## src/rtl/lvt_write_arbiter_if.sv

```systemverilog
// rtl/lvt_write_arbiter_if.sv - request streams and RAM write-port bundle for lvt_write_arbiter
interface lvt_write_arbiter_if #(
  parameter int BLOCKSIZE = 10
);
  logic                 in1_valid;
  logic                 in1_ready;
  logic [BLOCKSIZE:0]   in1_addr;
  logic [31:0]          in1_data;
  logic                 in2_valid;
  logic                 in2_ready;
  logic [BLOCKSIZE:0]   in2_addr;
  logic [31:0]          in2_data;
  logic [BLOCKSIZE:0]   w_addr_1;
  logic [31:0]          w_din_1;
  logic                 w_enb_1;
  logic [BLOCKSIZE:0]   w_addr_2;
  logic [31:0]          w_din_2;
  logic                 w_enb_2;

  modport master (
    output in1_valid, in1_addr, in1_data, in2_valid, in2_addr, in2_data,
    input  in1_ready, in2_ready,
    input  w_addr_1, w_din_1, w_enb_1, w_addr_2, w_din_2, w_enb_2
  );

  modport slave (
    input  in1_valid, in1_addr, in1_data, in2_valid, in2_addr, in2_data,
    output in1_ready, in2_ready,
    output w_addr_1, w_din_1, w_enb_1, w_addr_2, w_din_2, w_enb_2
  );
endinterface

```

## src/rtl/lvt_write_arbiter.sv

```systemverilog
// rtl/lvt_write_arbiter.sv - dual write-stream FIFO front end with same-address collision serialising
// Optional LVT_ARB_COALESCE_EN: a collision pops both heads and only port 2's write is issued.
module lvt_write_arbiter #(
  parameter int BLOCKSIZE  = 10,
  parameter int DEPTH_LOG2 = 2,
  parameter int CNT_W      = 16
) (
  input  logic              clk,
  input  logic              rst,
  lvt_write_arbiter_if.slave bus,
  output logic [CNT_W-1:0]  conflict_cnt,
  output logic              idle
);
  localparam int DEPTH = 1 << DEPTH_LOG2;
  typedef logic [DEPTH_LOG2:0] ptr_t;

  ptr_t               wr_ptr    [2];
  ptr_t               rd_ptr    [2];
  ptr_t               wr_nxt    [2];
  ptr_t               rd_nxt    [2];
  logic [BLOCKSIZE:0] mem_addr  [2][DEPTH];
  logic [31:0]        mem_data  [2][DEPTH];
  logic [BLOCKSIZE:0] in_addr   [2];
  logic [31:0]        in_data   [2];
  logic [BLOCKSIZE:0] head_addr [2];
  logic [31:0]        head_data [2];
  logic [1:0]         push, pop, issue, empty, empty_nxt, full_nxt, rdy_q;
  logic               conflict, pri, pri_nxt;

  assign bus.in1_ready = rdy_q[0];
  assign bus.in2_ready = rdy_q[1];

  always_comb begin
    in_addr[0] = bus.in1_addr;
    in_data[0] = bus.in1_data;
    in_addr[1] = bus.in2_addr;
    in_data[1] = bus.in2_data;
    push       = {bus.in2_valid & rdy_q[1], bus.in1_valid & rdy_q[0]};
    for (int i = 0; i < 2; i++) begin
      empty[i]     = (wr_ptr[i] == rd_ptr[i]);
      head_addr[i] = mem_addr[i][rd_ptr[i][DEPTH_LOG2-1:0]];
      head_data[i] = mem_data[i][rd_ptr[i][DEPTH_LOG2-1:0]];
    end

    conflict = !empty[0] && !empty[1] && (head_addr[0] == head_addr[1]);
    issue    = ~empty;
    pop      = ~empty;
    pri_nxt  = pri;
    if (conflict) begin
`ifdef LVT_ARB_COALESCE_EN
      issue = 2'b10;
      pop   = 2'b11;
`else
      issue   = pri ? 2'b10 : 2'b01;
      pop     = issue;
      pri_nxt = !pri;
`endif
    end

    // Full when the pointers differ only in their wrap bit.
    for (int i = 0; i < 2; i++) begin
      wr_nxt[i]    = wr_ptr[i] + ptr_t'(push[i]);
      rd_nxt[i]    = rd_ptr[i] + ptr_t'(pop[i]);
      empty_nxt[i] = (wr_nxt[i] == rd_nxt[i]);
      full_nxt[i]  = ((wr_nxt[i] ^ rd_nxt[i]) == ptr_t'(DEPTH));
    end
  end

  always_ff @(posedge clk) begin
    for (int i = 0; i < 2; i++) begin
      if (push[i]) begin
        mem_addr[i][wr_ptr[i][DEPTH_LOG2-1:0]] <= in_addr[i];
        mem_data[i][wr_ptr[i][DEPTH_LOG2-1:0]] <= in_data[i];
      end
    end
  end

  always_ff @(posedge clk) begin
    if (rst) begin
      for (int i = 0; i < 2; i++) begin
        wr_ptr[i] <= '0;
        rd_ptr[i] <= '0;
      end
      rdy_q        <= '0;
      pri          <= 1'b0;
      bus.w_enb_1  <= 1'b0;
      bus.w_addr_1 <= '0;
      bus.w_din_1  <= '0;
      bus.w_enb_2  <= 1'b0;
      bus.w_addr_2 <= '0;
      bus.w_din_2  <= '0;
      conflict_cnt <= '0;
      idle         <= 1'b1;
    end else begin
      for (int i = 0; i < 2; i++) begin
        wr_ptr[i] <= wr_nxt[i];
        rd_ptr[i] <= rd_nxt[i];
      end
      rdy_q       <= ~full_nxt;
      pri         <= pri_nxt;
      bus.w_enb_1 <= issue[0];
      bus.w_enb_2 <= issue[1];
      if (issue[0]) begin
        bus.w_addr_1 <= head_addr[0];
        bus.w_din_1  <= head_data[0];
      end
      if (issue[1]) begin
        bus.w_addr_2 <= head_addr[1];
        bus.w_din_2  <= head_data[1];
      end
      if (conflict && (conflict_cnt != {CNT_W{1'b1}}))
        conflict_cnt <= conflict_cnt + CNT_W'(1);
      idle <= (&empty_nxt) && !(|issue);
    end
  end
endmodule

```

## src/flat_wrapper.sv

```systemverilog
// flat-port wrapper written by rule: the top's interface ports become plain ports
module lvt_write_arbiter_flat 
#(
  parameter int BLOCKSIZE  = 10,
  parameter int DEPTH_LOG2 = 2,
  parameter int CNT_W      = 16
)
  (clk, rst, conflict_cnt, idle, bus_in1_valid, bus_in1_addr, bus_in1_data, bus_in2_valid, bus_in2_addr, bus_in2_data, bus_in1_ready, bus_in2_ready, bus_w_addr_1, bus_w_din_1, bus_w_enb_1, bus_w_addr_2, bus_w_din_2, bus_w_enb_2);
  lvt_write_arbiter_if #(.BLOCKSIZE(BLOCKSIZE)) bus_i ();
  input  logic clk;
  input  logic rst;
  output logic [CNT_W-1:0] conflict_cnt;
  output logic idle;
  input wire logic [$bits(bus_i.in1_valid)-1:0] bus_in1_valid;
  input wire logic [$bits(bus_i.in1_addr)-1:0] bus_in1_addr;
  input wire logic [$bits(bus_i.in1_data)-1:0] bus_in1_data;
  input wire logic [$bits(bus_i.in2_valid)-1:0] bus_in2_valid;
  input wire logic [$bits(bus_i.in2_addr)-1:0] bus_in2_addr;
  input wire logic [$bits(bus_i.in2_data)-1:0] bus_in2_data;
  output wire logic [$bits(bus_i.in1_ready)-1:0] bus_in1_ready;
  output wire logic [$bits(bus_i.in2_ready)-1:0] bus_in2_ready;
  output wire logic [$bits(bus_i.w_addr_1)-1:0] bus_w_addr_1;
  output wire logic [$bits(bus_i.w_din_1)-1:0] bus_w_din_1;
  output wire logic [$bits(bus_i.w_enb_1)-1:0] bus_w_enb_1;
  output wire logic [$bits(bus_i.w_addr_2)-1:0] bus_w_addr_2;
  output wire logic [$bits(bus_i.w_din_2)-1:0] bus_w_din_2;
  output wire logic [$bits(bus_i.w_enb_2)-1:0] bus_w_enb_2;
  assign bus_i.in1_valid = bus_in1_valid;
  assign bus_i.in1_addr = bus_in1_addr;
  assign bus_i.in1_data = bus_in1_data;
  assign bus_i.in2_valid = bus_in2_valid;
  assign bus_i.in2_addr = bus_in2_addr;
  assign bus_i.in2_data = bus_in2_data;
  assign bus_in1_ready = bus_i.in1_ready;
  assign bus_in2_ready = bus_i.in2_ready;
  assign bus_w_addr_1 = bus_i.w_addr_1;
  assign bus_w_din_1 = bus_i.w_din_1;
  assign bus_w_enb_1 = bus_i.w_enb_1;
  assign bus_w_addr_2 = bus_i.w_addr_2;
  assign bus_w_din_2 = bus_i.w_din_2;
  assign bus_w_enb_2 = bus_i.w_enb_2;
  lvt_write_arbiter #(.BLOCKSIZE(BLOCKSIZE), .DEPTH_LOG2(DEPTH_LOG2), .CNT_W(CNT_W)) u_core (.clk(clk), .rst(rst), .bus(bus_i), .conflict_cnt(conflict_cnt), .idle(idle));
endmodule
```

## config.mk

```make
export PLATFORM = sky130hd
export DESIGN_NAME = lvt_write_arbiter_flat
export DESIGN_NICKNAME = d
export VERILOG_FILES = /design/src/rtl/lvt_write_arbiter_if.sv /design/src/rtl/lvt_write_arbiter.sv /design/src/flat_wrapper.sv
export SDC_FILE = /design/constraint.sdc
export NUM_CORES = 1
export LEC_CHECK = 0
export CAP_MARGIN = 20
export CORE_MARGIN = 4
export CORE_UTILIZATION = 30
export DETAILED_ROUTE_END_ITERATION = 6
export DONT_BUFFER_PORTS = 1
export PLACE_DENSITY = 0.53
export SYNTH_ARGS = -nofsm -noshare
export SYNTH_HDL_FRONTEND = slang
export SYNTH_SLANG_ARGS = --single-unit
```

## constraint.sdc

```tcl
create_clock -name clk -period 5.55 [get_ports clk]
set_clock_uncertainty 0.2 [all_clocks]
set_input_delay 1.11 -clock clk [delete_from_list [all_inputs] [get_ports clk]]
set_output_delay 1.11 -clock clk [all_outputs]
set_load 0.05 [all_outputs]
```

**Yosys cells after proc, flatten, opt, wreduce, memory -nomap -nowiden**

Memories as Yosys holds them, arrays and structs flattened.
Index checks and enable logic that the tools add are counted.
W data, S select, Z words.

- Memories kept: 4
- Memory bits (writable): 356
- Bits of input ports: 90
- Logic and storage cells: 94
- Flip-flop bits (word level): 108
- Latch bits: 0
- Memory bits (read-only): 0

Memory list:

| name | words | bits a word | read ports | clocked after memory_dff | write ports | line | source |
|---|---|---|---|---|---|---|---|
| u_core.mem_data | 2 | 128 | 2 | 0 | 2 | lvt_write_arbiter.sv:22 | `logic [31:0] mem_data [2][DEPTH];` |
| u_core.mem_addr | 2 | 44 | 2 | 0 | 2 | lvt_write_arbiter.sv:21 | `logic [BLOCKSIZE:0] mem_addr [2][DEPTH];` |
| u_core.rd_ptr | 2 | 3 | 2 | 0 | 2 | lvt_write_arbiter.sv:18 | `ptr_t rd_ptr [2];` |
| u_core.wr_ptr | 2 | 3 | 2 | 0 | 2 | lvt_write_arbiter.sv:17 | `ptr_t wr_ptr [2];` |

- Shift operators: 0
- Order comparisons: 6
- Multiply operators: 0
- Add/sub/neg operators: 5
- Reductions and logical operators: 12
- Bitwise logic cells: 14
- Mux-type cells: 35
- Div/mod/pow operators: 0
- Equality and inequality tests: 8

Operators with widths:

| kind | count |
|---|---|
| $mux W128 | 2 |
| $mux W32 | 6 |
| $bmux W32 S2 | 2 |
| $demux W32 S2 | 2 |
| $mux W44 | 2 |
| $mux W11 | 6 |
| $bmux W11 S2 | 2 |
| $demux W11 S2 | 2 |
| $add A16 B1 Y16 const B | 1 |
| $ne A16 B16 Y1 const B | 1 |
| $add A3 B1 Y3 | 4 |
| $eq A3 B3 Y1 | 4 |
| $ge A3 B3 Y1 const B | 4 |
| $mux W3 | 4 |
| $not A2 Y3 | 4 |
| $eq A11 B11 Y1 | 1 |
| $eq A3 B3 Y1 const B | 2 |
| $logic_and A1 B1 Y1 | 6 |
| $lt A3 B1 Y1 const B | 2 |
| $xor A3 B3 Y3 | 2 |
| $mux W1 | 5 |
| $logic_not A1 Y1 | 4 |
| $mux W2 | 2 |
| $not A2 Y2 | 2 |
| other kinds (4) | 8 |

**Logic depth before layout (Yosys ltp)**

- Depth in word-level cells: 11
- Depth in mapped cells: 15

**Worst setup path after synthesis**

No wires, ideal clock.

- Kind: in2reg
- Start point: in bus_in1_valid
- End point: mem u_core.mem_addr[0][33] (netlist name) (enable)
- Arrival: 4,526 ps
- Library setup time: 506 ps
- Path slack: 318 ps
- Stages on the path: 2
- Data required time: 4,844 ps
- Cells stage by stage: and2_0 -> nor3b_1

RTL lines:

| element | line | source |
|---|---|---|
| from (decl) | flat_wrapper.sv:14 | `input wire logic [$bits(bus_i.in1_valid)-1:0] bus_in1_valid;` |
| to (decl) | lvt_write_arbiter.sv:21 |  |

==> summary.md <==
| Metric | Value |
|---|---|
| Clock transition at path regs | `60 ps` |
| Multi-input logic area | `4600 um2` |
| RSZ-0062 raised after global routing | `no` |
| Die X | `250 um` |
| Met2 Resource Use GR | `20.6%` |
| CP max-delay cell | `dfxtp_4` |
| Initial antenna violation count | `1` |
| GRT Util Overall | `12.6%` |
| Seq/Total Area, Yosys | `72.4%` |
| Remaining antenna violation count | `0` |
| TritonCTS clock tree | `built` |
| Status | `finished, final reports clean` |
| FF-to-FF setup slack | `1110 ps` |
| Crit-path cells | `mux4_2 > xor2_1 > nor4_2 > nand4_4 > o21ai_4 > inv_2 > ha_1 > ha_1 > xnor2_1 > xnor2_1 > nand4_1 > o41ai_1` |
| DR iter-0 viols | `552` |
| Max cap viols | `0` |
| Hold-fix buffers, CTS | `0` |
| Peak supply drop | `0.277 mV` |
| Post-synthesis net count | `1126` |
| PortBufs | `0` |
| Largest stage delay, worst path | `770 ps` |
| Avg Inst Size Synth | `17.1 um2` |
| Final Critical Period | `4440 ps` |
| I/O Pins | `197` |
| Final instance area | `20100 um2` |
| ANT cells | `0` |
| Post-CTS sizing | `0` |
| Via count | `8608` |
| F_max | `0.225 GHz` |
| GR peak layer | `met2` |
| Most frequent cells in the layout | `344 x edfxtp_1, 185 x nand2_1, 116 x dfxtp_1` |
| Setup violations, final | `0` |
| Final Hold Viols | `0` |
| First-pass iteration count of the detailed router | `4` |
| Clk Tree Root Cell | `clkbuf_16` |
| DRC Markers | `0` |
| CTS buffer count | `50` |
| Htree depth | `2` |
| Die Y | `250 um` |
| Crit-path leading delay family | `simple AND/OR/NAND/NOR gates` |
| Vias in the first global route | `9195` |
| Setup total negative slack | `0 ps` |
| Met3 Track Usage GR | `4.17%` |
| Core ar. | `57800 um2` |
| Register Area | `12700 um2` |
| Met1 usage | `15.6%` |
| Pwr Density | `513 nW/um2` |
| Total gr overflow | `0` |
| Placed Area | `18500 um2` |
| Overall Power | `10.3 mW` |
| Clock Path Buffers | `3` |
| GP Congestion | `0.723` |
| Filler cell count | `5479` |
| CP Launch Type | `register` |
| Cell row count | `88` |
| Commonest non-fill, non-tap cell in the layout | `edfxtp_1` |
| Initial Utilization | `30.4%` |
| Critical Setup Path Class | `register to register` |
| Final nets | `1140` |
| Largest net degree at the start of global routing | `93` |
| Share of cells above drive strength 1 | `18.6%` |
| Avg Vias per Cell | `4.66` |
| Crit end category | `register` |
| DP Wirelength | `24.4 mm` |
| Detailed-route wire length | `39.8 mm` |
| Rel. slew slack | `29.3%` |
| Critical Path RT | `5820 ps` |
| Later-pin clock latency in the skew report | `580 ps` |
| Worst min-delay path class | `register to register` |
| Sink Count | `464` |
| Fin. max-slew vios | `0` |
| WP buf/inv | `1` |
| Crit Path Max Fanout | `31` |
| Die area | `62500 um2` |
| Synth warn | `0` |
| Wire per inst | `21.6 um` |
| Mapped cell area | `17600 um2` |
| Layout area overhead | `14.3%` |
| Crit share post-route | `80.0%` |
| Static Leak | `6.69 nW` |
| Syn Inst Count | `1027` |
| Worst Max-Slew Pin Slew | `1060 ps` |
| Register bit total from synthesis | `464` |
| Yosys cell types | `39` |
| Setup Buffers After CTS | `0` |
| Final hold slack | `392 ps` |
| First-pass GRT wire length | `59.4 mm` |
| Crit path DAT | `4710 ps` |
==> through the flow <==
step	util [%]	worst slack (ps)	instances
floorplan	-	318	1027
global route	34.8	665	1848
detailed placement	32.0	1060	1754
global placement	32.0	1110	1754
CTS	34.8	1050	1848
finish	34.8	1110	1848
==> final timing paths <==
path                             endpoint                      startpoint  depth (start not counted)
setup / recovery   u_core.idle$_SDFF_PP1_  u_core.rd_ptr[0][0]$_SDFF_PP0_                         12
setup reg to reg   u_core.idle$_SDFF_PP1_  u_core.rd_ptr[0][0]$_SDFF_PP0_                         12
hold reg to reg   u_core.pri$_SDFFE_PP0P_         u_core.pri$_SDFFE_PP0P_                          2
hold / removal    u_core.pri$_SDFFE_PP0P_         u_core.pri$_SDFFE_PP0P_                          2
==> area by class of cell <==
type / count / area share (%)
repair buffers: 17 / 0.697
inverters: 6 / 0.137
well taps: 765 / 4.76
multi-input cells: 502 / 22.9
clock inverters: 28 / 1.31
clock buffers: 66 / 6.77
flip-flops and latches: 464 / 63.4
==> worst min-delay path, stage by stage, from the launching register on <==
cell	delay, ps
dfxtp_1	350
xnor2_1	160
nor2_1	40
==> power by group <==
part,switching (mW),internal (mW),total (mW)
Clock,1.36,1.92,3.27
Sequential,1.35,4.09,5.44
Combinational,0.799,0.795,1.59
Total,3.50,6.81,10.3
==> Yosys cell counts (all sizes together) <==
| library cell | number | area share, % |
|---|---|---|
| or3 | 6 | 0.21 |
| buf | 22 | 0.82 |
| inv | 6 | 0.13 |
| o41ai | 1 | 0.050 |
| nand3b | 1 | 0.043 |
| nor2b | 13 | 0.46 |
| edfxtp | 344 | 59 |
| a21oi | 11 | 0.31 |
| nor4 | 6 | 0.28 |
| nand4 | 3 | 0.19 |
| o31ai | 8 | 0.34 |
| or4 | 8 | 0.34 |
| ha | 9 | 0.64 |
| and2 | 1 | 0.036 |
| nor3b | 3 | 0.13 |
| nor2 | 17 | 0.36 |
| xnor2 | 15 | 0.75 |
| mux2 | 5 | 0.32 |
| clkbuf | 33 | 0.70 |
| xor2 | 13 | 0.65 |
| nand2 | 185 | 3.9 |
| dfxtp | 120 | 14 |
| and3 | 5 | 0.18 |
| mux2i | 86 | 4.9 |
| nand3 | 7 | 0.20 |
| a31oi | 1 | 0.036 |
| and4 | 2 | 0.10 |
| o21ai | 5 | 0.27 |
| nor3 | 5 | 0.14 |
| mux4 | 86 | 11 |
==> registers in the layout, summed over array words and instances (netlist names) <==
register / count
u_core.mem_data: 256
u_core.mem_addr: 88
u_core.bus.w_din_1: 32
u_core.bus.w_din_2: 32
u_core.conflict_cnt: 16
u_core.bus.w_addr_1: 11
u_core.bus.w_addr_2: 11
u_core.rd_ptr: 6
u_core.wr_ptr: 6
u_core.rdy_q: 2
u_core.bus.w_enb_1: 1
u_core.bus.w_enb_2: 1
u_core.idle: 1
u_core.pri: 1
==> cell families (layout without fill, tap and decap cells) <==
logic type | count (synthesis) | in the layout | share of synthesized area, %
buffers and inverters | 61 | 117 | 1.65
adder cells (fa/ha/maj) | 9 | 9 | 0.640
flip-flops | 464 | 464 | 72.4
AO/OA/AOI/OAI | 26 | 26 | 1.01
XOR/XNOR | 28 | 28 | 1.39
multiplexers | 177 | 177 | 16.3
AND/OR/NAND/NOR | 262 | 262 | 6.63
==> per-layer routing <==
metal | up-vias | wire length (um)
li1 | 3936 | -
met1 | 4416 | 16600
met2 | 202 | 19300
met3 | 54 | 2840
met4 | 0 | 1090
met5 | - | 0
No activity file was read; power rests on OpenSTA's default activity.
==> RTL edit (config.mk and constraints unchanged) <==
`CNT_W` is set to 16 in 2 places; all go to 12.
--- a/src/rtl/lvt_write_arbiter.sv
+++ b/src/rtl/lvt_write_arbiter.sv
@@ -5,3 +5,3 @@
   parameter int DEPTH_LOG2 = 2,
-  parameter int CNT_W      = 16
+  parameter int CNT_W      = 12
 ) (
--- a/src/flat_wrapper.sv
+++ b/src/flat_wrapper.sv
@@ -5,3 +5,3 @@
   parameter int DEPTH_LOG2 = 2,
-  parameter int CNT_W      = 16
+  parameter int CNT_W      = 12
 )
Interface: changed (resized conflict_cnt); port bits go from 197 to 193. The function was not compared with the original's and may differ.
==> RTL edit against the unedited design <==
Sequential cell count shrank 4. Global-route usage fell by 0.17 points. Wire length decreased by 2.2%. Setup slack worse by 0.27 ns. Sequential share of layout area is 0.14 points higher. Area after synthesis decreased by 1.3%. Via count fell by 1.7%. Power increased by 1.1%. Cell area is 0.84% lower. Critical endpoint unchanged. Largest power group unchanged.
==> RTL edit: results (changes against the unedited design) <==
- The total length of routed wires came to 39000 µm (-2.2%).
- After synthesis, the most frequently instantiated cells are edfxtp_1 (344), nand2_1 (177), dfxtp_1 (116), mux2i_1 (86), mux4_2 (85).
- The ratio of routed vias to standard cells was 4.67 (+0.26%).
- The layout cell share with drive strength beyond 1 is 0.188 (+0.00190).
- The number of buffers inserted during clock tree synthesis is 49 (-2.0%).
- The share of synthesized cell area in full adder, half adder and majority cells came to 0.00649 (+0.0000840).
- The startpoint identified for the worst hold timing path is u_core.rd_ptr[0][2]$_SDFF_PP0_.
- The routability congestion estimate was 0.717 (-0.75%).
- The cell area reported after detailed placement came to 18200 µm² (-1.4%).
- The worst setup slack after placement was 0.812 ns (-0.253 ns).
- The sequential area share after synthesis is 0.729 (+0.00489).
- The post-placement cell count is 1721 (-1.9%).
- The distinct cell type count after synthesis came to 40 (+2.6%).
- The count of TritonRoute iterations in the first routing pass is 5 (+1).
- The worst-case vdd ir drop came to 256 µV (-7.4%).
- The net switching power of the design was 3.48 mW (-0.67%).
- The arrival time of data at the critical path endpoint was 4.96 ns (+0.25 ns).
- The fraction of synthesized area in multiplexers is 0.161 (-0.00111).
- The static leakage came to 6.61 nW (-1.3%).
- After synthesis, the cell types taking the most area are edfxtp_1 (60%), dfxtp_1 (13%), mux4_2 (11%).
- The largest fanout on the critical path was 28 (-9.7%).
- The maximum number of pins on one net before global-route repair was 99 (+6.5%).
- The net total in the final layout is 1115 (-2.2%).
- The post-synthesis compound-gate area fraction is 0.0110 (+0.000926).
- The overall routing resource usage is 0.124 (-0.00166).
- The wire length of the first global-routing pass was 58400 µm (-1.8%).
- The number of DRC markers after the initial detailed-route iteration is 479 (-13%).
- The largest incremental delay on the critical path was 0.89 ns (+0.12 ns).
- The worst-path cell with the longest stage delay is or4_1.
- The wire length per cell is 21.5 µm (-0.27%).
- The final worst-path setup slack is 0.845 ns (-0.267 ns).
- The flow ran to the end, and the final reports show no timing, DRC or antenna violations.
- The worst-skew pair later-pin latency is 0.58 ns (about the same).
- The detailed placer's ending HPWL is 24300 µm (-0.57%).
## RTL edit: changes by cell type after synthesis, moves of 4 or more
cell / delta
buf_2: +4
clkbuf_1: -7
dfxtp_1: -4
nand2_1: -8
nand3_1: +4
nand4_1: +4
nor2_1: -6
nor2b_1: -5
or3_1: -4
xnor2_1: +10
xor2_1: -10
## RTL edit: through the flow
step | utilization | total power [mW]
after floorplan | - | 6.66
after detailed placement | 0.321 | 7.13
after global placement | 0.321 | 7.12
after CTS | 0.351 | 10.6
final | 0.351 | 10.4
after global routing | 0.351 | 10.9
## RTL edit: worst reg2reg max path, delay by kind of cell, from the launching register on
family | cells | cell delay (ns)
simple gates | 4 | 1.20
flops | 1 | 0.72
mux | 1 | 0.70
fa+ha+maj | 2 | 0.58
compound gates | 2 | 0.56
xor+xnor | 2 | 0.43
buf+inv | 1 | 0.18
## RTL edit: area by class of cell
cell class | count | area [µm²]
clock buffers | 70 | 1390
clock inverters | 21 | 315
flip-flops and latches | 460 | 12700
well taps | 756 | 946
multi-input cells | 477 | 4430
fillers | 5412 | 36900
repair buffers | 19 | 143
inverters | 9 | 38.8
## RTL edit: cell families (layout without fill, tap and decap cells)
group	after synthesis	count (layout)
flip-flops	460	460
buffers and inverters	63	119
XOR/XNOR	28	28
multiplexers	172	172
adder cells (fa/ha/maj)	9	9
AO/OA/AOI/OAI	27	27
AND/OR/NAND/NOR	241	241
## RTL edit: metal layers
metal  vias up  track usage  part of all wire
met5         -            0                 0
met4         0       0.0385             0.021
met3        55       0.0408             0.077
met2       211        0.203              0.49
met1      4346        0.157              0.42
li1       3850            -                 -
## RTL edit: worst min path at each step
stage,cells after the start,to,slack [ns]
finish,2,u_core.rd_ptr[0][2]$_SDFF_PP0_,0.39
global route,1,u_core.conflict_cnt[3]$_SDFFE_PP0P_,0.37
CTS,0,u_core.mem_data[0][253]$_DFFE_PP_,0.36
detailed placement,2,u_core.pri$_SDFFE_PP0P_,0.39
global placement,2,u_core.wr_ptr[0][5]$_SDFF_PP0_,0.38
floorplan,2,u_core.wr_ptr[0][2]$_SDFF_PP0_,0.34
## RTL edit: power groups by stage
| stage | combinational [mW] | sequential [mW] | clock [mW] |
|---|---|---|---|
| 3_3_place_gp | 1.63 | 5.49 | 0 |
| 4_1_cts | 1.65 | 5.42 | 3.52 |
| 2_1_floorplan | 1.43 | 5.23 | 0 |
| 6_report | 1.61 | 5.39 | 3.42 |
| 3_5_place_dp | 1.65 | 5.49 | 0 |
| 5_1_grt | 1.76 | 5.44 | 3.66 |
